==> src/rtl/cv32e40p_pkg.sv <==
// Shared types for the CV32E40P fetch path: aligner state encoding.
package cv32e40p_pkg;

  typedef enum logic [1:0] {
    ALIGNED           = 2'd0,
    MISALIGNED        = 2'd1,
    BRANCH_MISALIGNED = 2'd2
  } aligner_state_e;

  function automatic logic is_compressed(input logic [15:0] half);
    return half[1:0] != 2'b11;
  endfunction

endpackage

==> src/rtl/cv32e40p_fetch_aligner.sv <==
// Realigns word-aligned fetch data into 16/32-bit instructions for the compressed decoder.
// Optional hardware-loop redirect enabled by defining CV32E40P_ALIGNER_HWLP_EN.
//
// state             | meaning
// ALIGNED           | next instruction starts at bit 0 of the fetch word
// MISALIGNED        | next instruction starts in the held half r_h
// BRANCH_MISALIGNED | redirect to pc[1]=1; drop the low half of the next word
module cv32e40p_fetch_aligner
  import cv32e40p_pkg::*;
(
  input  logic        clk,
  input  logic        rst_n,
  input  logic        fetch_valid_i,
  input  logic [31:0] fetch_rdata_i,
  output logic        fetch_ready_o,
  output logic        instr_valid_o,
  input  logic        instr_ready_i,
  output logic [31:0] instr_aligned_o,
  output logic [31:0] pc_o,
  input  logic        branch_i,
  input  logic [31:0] branch_addr_i,
  input  logic        hwlp_jump_i,
  input  logic [31:0] hwlp_target_i
);

  aligner_state_e r_state, w_state_n;
  logic [31:0]    r_pc, w_pc_n;
  logic [15:0]    r_h, w_h_n;
  logic           r_boot, w_boot_n;
  logic           w_hs;
  logic           w_unused;

`ifdef CV32E40P_ALIGNER_HWLP_EN
  assign w_unused = ^{branch_addr_i[0], hwlp_target_i[0]};
`else
  assign w_unused = ^{branch_addr_i[0], hwlp_jump_i, hwlp_target_i};
`endif

  assign pc_o = r_pc;
  assign w_hs = instr_valid_o && instr_ready_i;

  always_ff @(posedge clk or negedge rst_n) begin
    if (!rst_n) begin
      r_state <= ALIGNED;
      r_pc    <= 32'd0;
      r_h     <= 16'd0;
      r_boot  <= 1'b0;
    end else begin
      r_state <= w_state_n;
      r_pc    <= w_pc_n;
      r_h     <= w_h_n;
      r_boot  <= w_boot_n;
    end
  end

  always_comb begin
    w_state_n       = r_state;
    w_pc_n          = r_pc;
    w_h_n           = r_h;
    w_boot_n        = r_boot;
    instr_valid_o   = 1'b0;
    fetch_ready_o   = 1'b0;
    instr_aligned_o = fetch_rdata_i;

    // Nothing is issued out of reset until the boot redirect arrives.
    if (r_boot) begin
      unique case (r_state)
        ALIGNED: begin
          instr_valid_o = fetch_valid_i;
          if (is_compressed(fetch_rdata_i[15:0])) begin
            instr_aligned_o = {16'h0000, fetch_rdata_i[15:0]};
            if (w_hs) begin
              fetch_ready_o = 1'b1;
              w_h_n         = fetch_rdata_i[31:16];
              w_pc_n        = r_pc + 32'd2;
              w_state_n     = MISALIGNED;
            end
          end else if (w_hs) begin
            fetch_ready_o = 1'b1;
            w_pc_n        = r_pc + 32'd4;
          end
        end
        MISALIGNED: begin
          if (is_compressed(r_h)) begin
            instr_valid_o   = 1'b1;
            instr_aligned_o = {16'h0000, r_h};
            if (w_hs) begin
              w_pc_n    = r_pc + 32'd2;
              w_state_n = ALIGNED;
            end
          end else begin
            instr_valid_o   = fetch_valid_i;
            instr_aligned_o = {fetch_rdata_i[15:0], r_h};
            if (w_hs) begin
              fetch_ready_o = 1'b1;
              w_h_n         = fetch_rdata_i[31:16];
              w_pc_n        = r_pc + 32'd4;
            end
          end
        end
        BRANCH_MISALIGNED: begin
          if (fetch_valid_i) begin
            fetch_ready_o = 1'b1;
            w_h_n         = fetch_rdata_i[31:16];
            w_state_n     = MISALIGNED;
          end
        end
        default: w_state_n = ALIGNED;
      endcase
    end

`ifdef CV32E40P_ALIGNER_HWLP_EN
    // Loop jump keeps the fetch consumption decided above, only the target changes.
    if (w_hs && hwlp_jump_i) begin
      w_pc_n    = {hwlp_target_i[31:1], 1'b0};
      w_state_n = hwlp_target_i[1] ? BRANCH_MISALIGNED : ALIGNED;
    end
`endif

    if (branch_i) begin
      instr_valid_o = 1'b0;
      fetch_ready_o = 1'b0;
      w_h_n         = r_h;
      w_pc_n        = {branch_addr_i[31:1], 1'b0};
      w_state_n     = branch_addr_i[1] ? BRANCH_MISALIGNED : ALIGNED;
      w_boot_n      = 1'b1;
    end
  end

endmodule

==> config.mk <==
export PLATFORM = sky130hd
export DESIGN_NAME = cv32e40p_fetch_aligner
export DESIGN_NICKNAME = d
export VERILOG_FILES = /design/src/rtl/cv32e40p_pkg.sv /design/src/rtl/cv32e40p_fetch_aligner.sv
export SDC_FILE = /design/constraint.sdc
export NUM_CORES = 1
export LEC_CHECK = 0
export BUFFER_PORTS_ARGS = -buffer_cell sky130_fd_sc_hd__buf_2
export CAP_MARGIN = 20
export CORE_MARGIN = 3
export CORE_UTILIZATION = 35
export DETAILED_ROUTE_END_ITERATION = 8
export SYNTH_ARGS = -nofsm -noshare
export SYNTH_HDL_FRONTEND = slang
export SYNTH_SLANG_ARGS = --single-unit
export TNS_END_PERCENT = 50
==> constraint.sdc <==
create_clock -name clk -period 3 [get_ports clk]
set_clock_uncertainty 0.05 [all_clocks]
set_input_delay 0.6 -clock clk [delete_from_list [all_inputs] [get_ports clk]]
set_output_delay 0.6 -clock clk [all_outputs]
set_load 0.005 [all_outputs]
# [After elaboration in Yosys (flattened, before gate mapping)]
# Cells that the tools add are included.
[word_totals] ff_bits=51 inputBits=102
[op_classes] n_addsub=2 eq_ne=12 n_mux=35 bitwise=1 n_reduce_logical=8
[ops] cell="two-way mux 32 bit" n=9
[ops] cell="one-hot mux 32 bit (2 select lines)" n=2
[ops] cell="two-way mux 16 bit" n=4
[ops] cell="one-hot mux 16 bit (3 select lines)" n=1
[ops] cell="adder 32 x 2 -> 32 bit, second input constant" n=1
[ops] cell="adder 32 x 3 -> 32 bit, second input constant" n=1
[ops] cell="two-way mux 2 bit" n=8
[ops] cell="inequality test 3 bit, second input constant" n=5
[ops] cell="AND reduction 6 bit" n=2
[ops] cell="inequality test 2 bit, second input constant" n=5
[ops] cell="two-way mux 1 bit" n=8
[ops] cell="one-hot mux 2 bit (3 select lines)" n=1
[ops] cell="nonzero test 3 bit" n=2
[ops] cell="one-hot mux 1 bit (3 select lines)" n=1
[ops] cell="equality test 2 x 1 -> 1 bit, second input constant" n=1
[ops] cell="equality test 2 bit, second input constant" n=1
[ops] cell="logical NOT 2 bit" n=1
[ops] cell="one-hot mux 1 bit (2 select lines)" n=1
[ops] cell="AND reduction 2 bit" n=1
[ops] cell="nonzero test 2 bit" n=1
[ops] cell="logical AND 1 bit" n=1
[ops] cell="NOT 1 bit" n=1

# [Longest topological paths before layout]
# Gate-level depths: netlist of run 1.
[logic_depth] depth_word=11 ltp_mapped=8 ltp_nobuf=5

# [Least setup slack after synthesis of run 1]
# No wires, ideal clock.
[synth_path] path_kind="reg-to-output" startpoint="register r_state[1]" endpoint="output port instr_aligned_o[21]" t_arrival_ps=1575 path_slack_ps=775 stages_incl_launch_ff=7 path_buffers=2 cell_sequence="dfrtp_1 buf_4 nor2b_4 nand2_1 nor2_1 clkbuf_1 a22o_1"
[synth_via] elab_chain_len=3 elab_cells_between_ends=4 cone_classes="1 x eq/ne; 2 x mux; 1 x reduce/logical"
[synth_lines] item="start, declared" line_no="cv32e40p_fetch_aligner.sv:26" text="aligner_state_e r_state, w_state_n;"
[synth_lines] item="start signal, assigned" line_no="cv32e40p_fetch_aligner.sv:49" text="r_state <= w_state_n;"
[synth_lines] item="equality test 2 x 1 -> 1 bit / logical NOT 2 bit (equally long branches)" line_no="cv32e40p_fetch_aligner.sv:67" text="unique case (r_state)"
[synth_lines] item="one-hot mux 32 bit (2 select lines) (*)" line_no="cv32e40p_fetch_aligner.sv:67"
[synth_lines] item="two-way mux 32 bit (*)" line_no="cv32e40p_fetch_aligner.sv:66" text="if (r_boot) begin"
[synth_lines] item="end, declared" line_no="cv32e40p_fetch_aligner.sv:18" text="output logic [31:0] instr_aligned_o,"
# Every way passes the cells marked *; elsewhere a longest branch is shown, timed or not.

# [Worst setup path after layout of run 1]
[layout_path] startpoint="register r_state[1]" endpoint="output port instr_aligned_o[30]"
# The elaborated chain is that of the path after synthesis.

==> run_results.csv, run 1 <==
group,metric,value,unit
outcome,status,"finished, final reports clean",
yosys,syn_area,3217,sq um
routing,drt-initial-drc-count,102,
sta,layout_setup_ws,0.2674,ns
yosys,netlist_instances,342,
placement,dp_slack,0.5541,ns
sta,max_freq,0.3660,GHz
critical_path,path_delay_family,"flip-flops",
sta,final_max_slew_viol_count,0,
hold_path,hp-class,"in -> async",
cts,clockRootBuffer,"clkbuf_8",
power_and_ir_drop,powerDensity,421.7,nW/um^2
die,coreArea,8806,sq um
final_layout,insertedDiodeCount,0,
critical_path,rrSetupSlack,0.72,ns
run,maxCapViolCount,0,
critical_path,cp_slowest_cell,"dfrtp_1",
final_layout,drive_gt1_share,38.84,%
yosys,synth.ff_latch_count,50,
grt,grt_pass1_vias,3107,
routing,dr.pass1.iters,4,
power_and_ir_drop,power_frac_seq,51.6,%
cts,cts_setup_buffers,0,
yosys,ys_types,56,
power_and_ir_drop,netSwitchingPower,0.0005334,W
cts,cts_tree,"built",
die,ios,168,
sta,setup-violations-final,0,
critical_path,criticalPathCategory,"reg -> out",
cts,cts_hold_buf,0,
critical_path,crit_path_start_kind,"flip-flop",
final_layout,final_nets,570,
die,die_w,101.9,microns
sta,rsz0062_at_grt,"no",
sta,worstMarginPinSlew,0.8646,ns
sta,period_needed,2.733,ns
cts,cts_resized,0,
routing,ant_nets,0,
routing,wl,9035,microns
cts,clk_pin_slew_worst_paths,0.09,ns
critical_path,cp-end-kind,"output pin",
sta,timing.final.hold_violations,0,
placement,globalplace.congestion,0.8202,
critical_path,worstPathArrival,2.08,ns
yosys,avgSynthCellArea,9.406,sq um
critical_path,critPathRequiredTime,2.35,ns
final_layout,final_util,45.92,%
routing,vias_per_cell,5.456,
grt,grt_max_degree,51,
final_layout,final_common_cell,"buf_2",
yosys,synth_warnings,0,
placement,portBuffers,132,
critical_path,r2r_cells,5,
final_layout,area_delta_synth_final,25.71,%
power_and_ir_drop,vdd_ir_drop_max,164.9,uV
grt,grt_pass1_wl,14710,microns
critical_path,worst-path-buf-inv,2,
power_and_ir_drop,p_sw_share,31.28,%
routing,drc,0,
critical_path,max_stage_delay,0.51,ns
yosys,syn_nets,446,
power_and_ir_drop,clockPowerShare,22.3,%
routing,routedWlPerCell,15.74,microns
placement,place_inst,567,
grt,antenna_found_initial,0,
routing,vias,3132,
yosys,async_flop_share,100.0,%
final_layout,final_cell_mix,"132 x buf_2, 50 x dfrtp_1, 30 x nand2_1",
die,start_util,36.53,%
critical_path,path_cells,"nor2b_1 -> o21ai_1 -> buf_4 -> a22o_1 -> buf_2",
yosys,synth-main-ff-cell,"dfrtp_1",
die,dieArea,10380,sq um
yosys,ys_seq_area_share,38.90,%
die,die_h,101.9,microns
cts,clkLatencyLatePin,0.30,ns
power_and_ir_drop,power_frac_comb,26.1,%
grt,overflow,0,
critical_path,r2r_start,"r_state[1]$_DFFE_PN0P_",
power_and_ir_drop,intPower,0.001172,W
placement,hpwl,6751,microns
final_layout,layout.cells.non_filler,574,
cts,cts_buffers,5,
grt,globalRouteTotalUtil,17.27,%
sta,finalSetupTns,0,ns
critical_path,r2r_end,"pc_o[17]$_DFFE_PN0P_",
cts,clock_path_buffers,2,
critical_path,critical_path.max_fanout,12,
yosys,synth_edf_count,0,
power_and_ir_drop,leakagePower,1.796,nW
sta,fin_crit_sh,91.09,%
die,rows,34,
cts,cts_sinks,50,
cts,htreeDepth,2,
sta,max-slew-margin-rel,42.35,%
[logic make-up (layout without fill, tap and decap cells)]
logic type / count (synthesis) / in the layout / share of synthesized area [%]
other: 1 / 1 / 0.1166
XOR/XNOR: 10 / 10 / 2.723
flip-flops: 50 / 50 / 38.90
multiplexers: 37 / 37 / 13.03
AO/OA/AOI/OAI: 82 / 82 / 17.97
buffers and inverters: 30 / 154 / 4.200
adder cells (fa/ha/maj): 2 / 2 / 0.7778
AND/OR/NAND/NOR: 130 / 130 / 22.29
[worst max-delay path by stage]
stage	from	end	cells after the start
3_3_place_gp	fetch_rdata_i[0]	instr_aligned_o[21]	5
6_report	r_state[1]$_DFFE_PN0P_	instr_aligned_o[30]	5
4_1_cts	r_state[1]$_DFFE_PN0P_	instr_aligned_o[21]	5
2_1_floorplan	r_state[1]$_DFFE_PN0P_	instr_aligned_o[21]	6
3_5_place_dp	r_boot$_DFFE_PN0P_	instr_aligned_o[21]	5
5_1_grt	r_boot$_DFFE_PN0P_	instr_aligned_o[21]	5
[synth_stat cells, drive strengths merged, types with 2 or more instances]
master / n / area, sq um
o21a: 2 / 15.01
o21ai: 18 / 97.59
buf: 9 / 56.30
o31ai: 12 / 90.09
and2: 2 / 12.51
nand4: 10 / 62.56
nor3: 5 / 25.02
inv: 6 / 22.52
a31oi: 15 / 93.84
nor2b: 4 / 32.53
nor3b: 2 / 15.01
o22ai: 2 / 12.51
and4: 5 / 43.79
a22oi: 2 / 15.01
and3: 8 / 50.05
dfrtp: 50 / 1251
xnor2: 8 / 70.07
clkbuf: 15 / 56.30
mux2: 36 / 409.1
a22o: 16 / 140.1
o211ai: 3 / 22.52
xor2: 2 / 17.52
nor2: 26 / 97.59
or4: 12 / 90.09
nor4: 7 / 50.05
a21oi: 4 / 20.02
nand2: 31 / 118.9
nand3: 11 / 55.05
ha: 2 / 25.02
[state kept, by name (all words and copies together), names as in the netlist]
register / cells
pc_o: 31
r_h: 16
r_state: 2
r_boot: 1
[stage by stage]
stage	hold slack, ns	cell area, sq um	power (W)
global placement	0.4231	3960	0.001330
finish	0.3581	4044	0.001705
global route	0.4265	4044	0.001820
floorplan	0.2544	3217	0.001132
CTS	0.3877	4044	0.001729
detailed placement	0.4269	3968	0.001343
[cell type report]
cell class	instances	area (sq um)
well taps	108	135.1
multi-input cells	262	1831
clock buffers	7	76.32
inverters	6	22.52
fillers	881	4762
repair buffers	141	728.2
flip-flops and latches	50	1251
[metal layers]
layer  wire, microns  share of wire (%)  GRT usage, %  up-vias
met5               0                  0             0        -
met4             119                1.3         4.642        0
met3             399                4.4         2.321       11
met2            4635                 51         29.53       75
met1            3880                 43         23.10     1498
li1                -                  -             -     1548
[power groups by stage]
stage / clock network, W / logic, W / registers [W]
6_report: 0.000380 / 0.000446 / 0.000880
5_1_grt: 0.000418 / 0.000502 / 0.000899
4_1_cts: 0.000398 / 0.000454 / 0.000878
3_5_place_dp: 0 / 0.000452 / 0.000891
3_3_place_gp: 0 / 0.000442 / 0.000888
2_1_floorplan: 0 / 0.000267 / 0.000865
Power figures use the tool's default switching activity.
==> run 2, diff against run 1 <==
--- a/config.mk
+++ b/config.mk
@@ -8,7 +8,7 @@
 export BUFFER_PORTS_ARGS = -buffer_cell sky130_fd_sc_hd__buf_2
 export CAP_MARGIN = 20
 export CORE_MARGIN = 3
-export CORE_UTILIZATION = 35
+export CORE_UTILIZATION = 34
 export DETAILED_ROUTE_END_ITERATION = 8
 export SYNTH_ARGS = -nofsm -noshare
 export SYNTH_HDL_FRONTEND = slang
==> run 2 against run 1 <==
  * Critical path depth stayed put
  * Hold slack worse by 0.080 ns
  * Sequential cell count stayed put
  * Die area is 2.8% higher
  * Via count is 1.2% higher
  * Power is 5.9% higher
  * Combinational power hardly changed
  * Global-route usage is 0.76 points lower
  * Clock power is 27% higher
  * Sequential share of layout area is 0.19 points lower
  * Largest cell class unchanged
==> run_results.csv, run 2 (synthesis results as in run 1) <==
group,metric,value,unit
cts,cts_sinks,50,
power_and_ir_drop,powerDensity,443.9,nW/um^2
critical_path,max_stage_delay,0.50,ns
critical_path,critical_path.max_fanout,11,
critical_path,criticalPathCategory,"reg -> out",
sta,max-slew-margin-rel,36.43,%
final_layout,final_cell_mix,"132 x buf_2, 50 x dfrtp_1, 30 x nand2_1",
die,rows,34,
routing,vias_per_cell,5.524,
routing,vias,3171,
cts,clk_pin_slew_worst_paths,0.10,ns
grt,antenna_found_initial,0,
die,die_w,103.3,microns
die,die_h,103.3,microns
routing,wl,9055,microns
critical_path,cp-end-kind,"output pin",
power_and_ir_drop,leakagePower,1.811,nW
die,ios,168,
cts,htreeDepth,2,
critical_path,worstPathArrival,2.12,ns
sta,worstMarginPinSlew,0.9494,ns
critical_path,r2r_end,"pc_o[26]$_DFFE_PN0P_",
routing,routedWlPerCell,15.78,microns
run,maxCapViolCount,0,
critical_path,rrSetupSlack,0.59,ns
final_layout,drive_gt1_share,39.27,%
critical_path,r2r_start,"r_state[1]$_DFFE_PN0P_",
sta,max_freq,0.3607,GHz
cts,cts_hold_buf,0,
cts,clock_path_buffers,2,
routing,drc,0,
power_and_ir_drop,vdd_ir_drop_max,185.8,uV
final_layout,largest_reg_flops,31,
critical_path,r2r_cells,5,
final_layout,insertedDiodeCount,0,
final_layout,area_delta_synth_final,26.49,%
die,dieArea,10660,sq um
cts,cts_resized,0,
critical_path,critPathRequiredTime,2.35,ns
cts,cts_setup_buffers,0,
cts,clockRootBuffer,"clkbuf_8",
sta,finalSetupTns,0,ns
placement,portBuffers,132,
placement,globalplace.congestion,0.8428,
critical_path,path_cells,"nor2b_1 -> o21ai_1 -> buf_4 -> a22o_1 -> buf_2",
grt,globalRouteTotalUtil,16.50,%
final_layout,final_common_cell,"buf_2",
grt,grt_pass1_vias,2897,
sta,final_max_slew_viol_count,0,
grt,grt_pass1_wl,14120,microns
placement,hpwl,6852,microns
routing,ant_nets,0,
routing,dr.pass1.iters,4,
critical_path,crit_path_start_kind,"flip-flop",
routing,drt-initial-drc-count,85,
critical_path,cp_slowest_cell,"dfrtp_1",
cts,clkLatencyLatePin,0.31,ns
cts,cts_buffers,5,
sta,period_needed,2.772,ns
die,start_util,36.01,%
sta,rsz0062_at_grt,"no",
die,coreArea,8934,sq um
cts,cts_tree,"built",
hold_path,hp-class,"in -> async",
grt,grt_max_degree,37,
sta,timing.final.hold_violations,0,
grt,overflow,0,
final_layout,final_nets,569,
outcome,status,"finished, final reports clean",
sta,setup-violations-final,0,
sta,whs,0.2778,ns
sta,fin_crit_sh,92.41,%
[run 2: power by group]
part | total, W | internal (W) | switching, W | leakage, nW
sequential | 0.000877 | 0.000777 | 0.000101 | 0.584
combinational | 0.000448 | 0.000235 | 0.000214 | 1.17
clock | 0.000481 | 0.000246 | 0.000235 | 0.0579
total | 0.00181 | 0.00126 | 0.000549 | 1.81
[run 2: routing by layer]
layer | GRT usage (%) | wire length, microns
met3 | 2.884 | 443
met4 | 3.884 | 117
met2 | 27.82 | 4506
met1 | 22.12 | 3988
met5 | 0 | 0
[run 2: through the flow]
step                utilization (%)  std cells  total power, W  area, sq um  setup slack (ns)
floorplan                         -        342        0.001132         3217            0.7745
global placement              44.24        565        0.001330         3953            0.1834
detailed placement            44.24        565        0.001342         3953            0.1375
CTS                           45.46        573        0.001833         4061            0.1111
global route                  45.55        574        0.001923         4069            0.1564
finish                        45.55        574        0.001806         4069            0.2278
[run 2: final cells by class]
type,instances,area (sq um)
clock inverter,3,40.04
multi-input combinational,262,1831
tap,108,135.1
timing repair buffer,140,720.7
sequential,50,1251
clock buffer,5,68.82
fill,933,4865
inverter,6,22.52
[run 2: how the worst max path moves through the flow]
stage | from | endpoint | slack (ns) | cells past startpoint
after floorplan | r_state[1]$_DFFE_PN0P_ | instr_aligned_o[21] | 0.77 | 6
after global routing | r_boot$_DFFE_PN0P_ | instr_aligned_o[25] | 0.16 | 5
after global placement | fetch_rdata_i[1] | instr_aligned_o[25] | 0.18 | 5
after CTS | r_boot$_DFFE_PN0P_ | instr_aligned_o[25] | 0.11 | 4
after detailed placement | fetch_rdata_i[1] | instr_aligned_o[25] | 0.14 | 5
final | r_boot$_DFFE_PN0P_ | instr_aligned_o[25] | 0.23 | 5
[run 2: critical path, delay by kind of cell, from the launching register on]
family          cells  cell delay [ns]
compound gates      2             0.54
flops               1             0.50
buf+inv             2             0.40
simple gates        1             0.38
==> run 3, diff against run 2 <==
==> constraint.sdc (replaced) <==
create_clock -name clk -period 3 [get_ports clk]
set_clock_uncertainty 0.05 [all_clocks]
set_input_delay 0.3 -clock clk [delete_from_list [all_inputs] [get_ports clk]]
set_output_delay 0.3 -clock clk [all_outputs]
set_load 0.005 [all_outputs]
==> run 3 against run 2 <==
  * Count of clock-buffer cells in the layout increased by 1
  * Highest routed layer unchanged
  * Global-route usage about the same
  * Die area unchanged
  * Sequential power about the same
  * Combinational power about the same
  * Largest cell class unchanged
  * Cell count decreased by 0.35%
==> run_results.csv, run 3 (synthesis results as in run 1) <==
group,metric,value,unit
cts,cts_sinks,50,
critical_path,startpoint,"r_state[0]$_DFFE_PN0P_",
sta,finalSetupTns,0,ns
final_layout,fill_cells,929,
sta,max-slew-margin-rel,36.39,%
critical_path,path_cells,"nor2b_4 -> nand2_1 -> buf_4 -> mux2_2 -> buf_2",
power_and_ir_drop,vdd_ir_drop_max,163.2,uV
cts,cts_buffers,5,
routing,routedWlPerCell,15.79,microns
critical_path,max_stage_delay,0.47,ns
critical_path,r2r_cells,5,
sta,timing.final.hold_violations,0,
sta,rsz0062_at_grt,"no",
routing,vias,3142,
critical_path,r2r_end,"pc_o[26]$_DFFE_PN0P_",
die,die_w,103.3,microns
cts,htreeDepth,2,
sta,whs,0.01356,ns
final_layout,final_common_cell,"buf_2",
final_layout,drive_gt1_share,39.01,%
routing,ant_nets,0,
final_layout,final_nets,567,
grt,antenna_found_initial,0,
run,maxCapViolCount,0,
power_and_ir_drop,leakagePower,1.792,nW
sta,fin_crit_sh,79.72,%
placement,hpwl,6778,microns
final_layout,largest_reg_flops,31,
critical_path,cp_slowest_cell,"dfrtp_1",
critical_path,criticalPathCategory,"reg -> out",
critical_path,worstPathArrival,2.04,ns
grt,grt_pass1_vias,3001,
critical_path,cp-end-kind,"output pin",
sta,final_max_slew_viol_count,0,
cts,clockRootBuffer,"clkbuf_8",
die,dieArea,10660,sq um
critical_path,r2r_start,"r_state[1]$_DFFE_PN0P_",
sta,period_needed,2.392,ns
routing,vias_per_cell,5.493,
placement,portBuffers,132,
die,die_h,103.3,microns
cts,cts_hold_buf,0,
die,ios,168,
die,start_util,36.01,%
grt,globalRouteTotalUtil,16.45,%
cts,cts_tree,"built",
grt,overflow,0,
final_layout,area_delta_synth_final,25.71,%
die,rows,34,
cts,clock_path_buffers,2,
outcome,status,"finished, final reports clean",
power_and_ir_drop,powerDensity,436.0,nW/um^2
hold_path,hp-class,"in -> async",
routing,drt-initial-drc-count,99,
cts,clkLatencyLatePin,0.31,ns
cts,clk_pin_slew_worst_paths,0.11,ns
critical_path,endpoint,"instr_aligned_o[12]",
critical_path,rrSetupSlack,0.63,ns
grt,grt_pass1_wl,14220,microns
critical_path,crit_path_start_kind,"flip-flop",
sta,max_freq,0.4181,GHz
critical_path,critical_path.max_fanout,10,
grt,grt_max_degree,51,
sta,setup-violations-final,0,
final_layout,insertedDiodeCount,0,
routing,drc,0,
die,coreArea,8934,sq um
cts,cts_setup_buffers,0,
routing,dr.pass1.iters,4,
placement,globalplace.congestion,0.8674,
final_layout,final_cell_mix,"132 x buf_2, 50 x dfrtp_1, 30 x nand2_1",
cts,cts_resized,0,
critical_path,critPathRequiredTime,2.65,ns
routing,wl,9030,microns
sta,worstMarginPinSlew,0.9499,ns
[run 3: per-stage QoR]
step	utilization [%]	power (W)	area (sq um)	instances	worst slack (ns)
global route	45.27	0.001877	4044	572	0.4630
floorplan	-	0.001132	3217	342	0.9110
CTS	45.27	0.001786	4044	572	0.5875
finish	45.27	0.001763	4044	572	0.6083
global placement	44.16	0.001331	3945	564	0.6637
detailed placement	44.16	0.001343	3945	564	0.6280
[run 3: layout make-up]
type                            count  area, sq um  share of cell area, %
Clock buffer                        6        82.58                  2.042
Clock inverter                      2        16.27                 0.4022
Inverter                            6        22.52                 0.5569
Timing Repair Buffer              138        705.7                  17.45
Tap cell                          108        135.1                  3.342
Sequential cell                    50         1251                  30.94
Multi-Input combinational cell    262         1831                  45.27
[run 3: worst max-delay path, delay by kind of cell (launching register included)]
family / cells / cell delay [ns]
and+or+nand+nor: 2 / 0.54
muxes: 1 / 0.35
buffers and inverters: 2 / 0.39
DFF: 1 / 0.47
[run 3: where the power goes]
part | leakage (nW) | switching, W | internal [W]
sequential | 0.584 | 0.000102 | 0.000777
clock | 0.0478 | 0.000249 | 0.000191
combinational | 1.16 | 0.000213 | 0.000233
total | 1.79 | 0.000563 | 0.00120
[run 3: routing by layer]
layer | part of all wire (%) | GRT usage (%)
met1 | 43 | 21.84
met2 | 50 | 28.07
met3 | 5.1 | 3.085
met4 | 1.3 | 3.386
met5 | 0 | 0
[run 3: worst min path at each step]
stage                                 endpoint  slack [ns]  cells past startpoint
final                     pc_o[25]$_DFFE_PN0P_        0.01                      2
after global routing      pc_o[25]$_DFFE_PN0P_         0.1                      2
after CTS                 pc_o[25]$_DFFE_PN0P_        0.07                      2
after detailed placement  pc_o[25]$_DFFE_PN0P_        0.42                      2
after global placement    pc_o[13]$_DFFE_PN0P_        0.42                      2
after floorplan           pc_o[10]$_DFFE_PN0P_       -0.05                      0
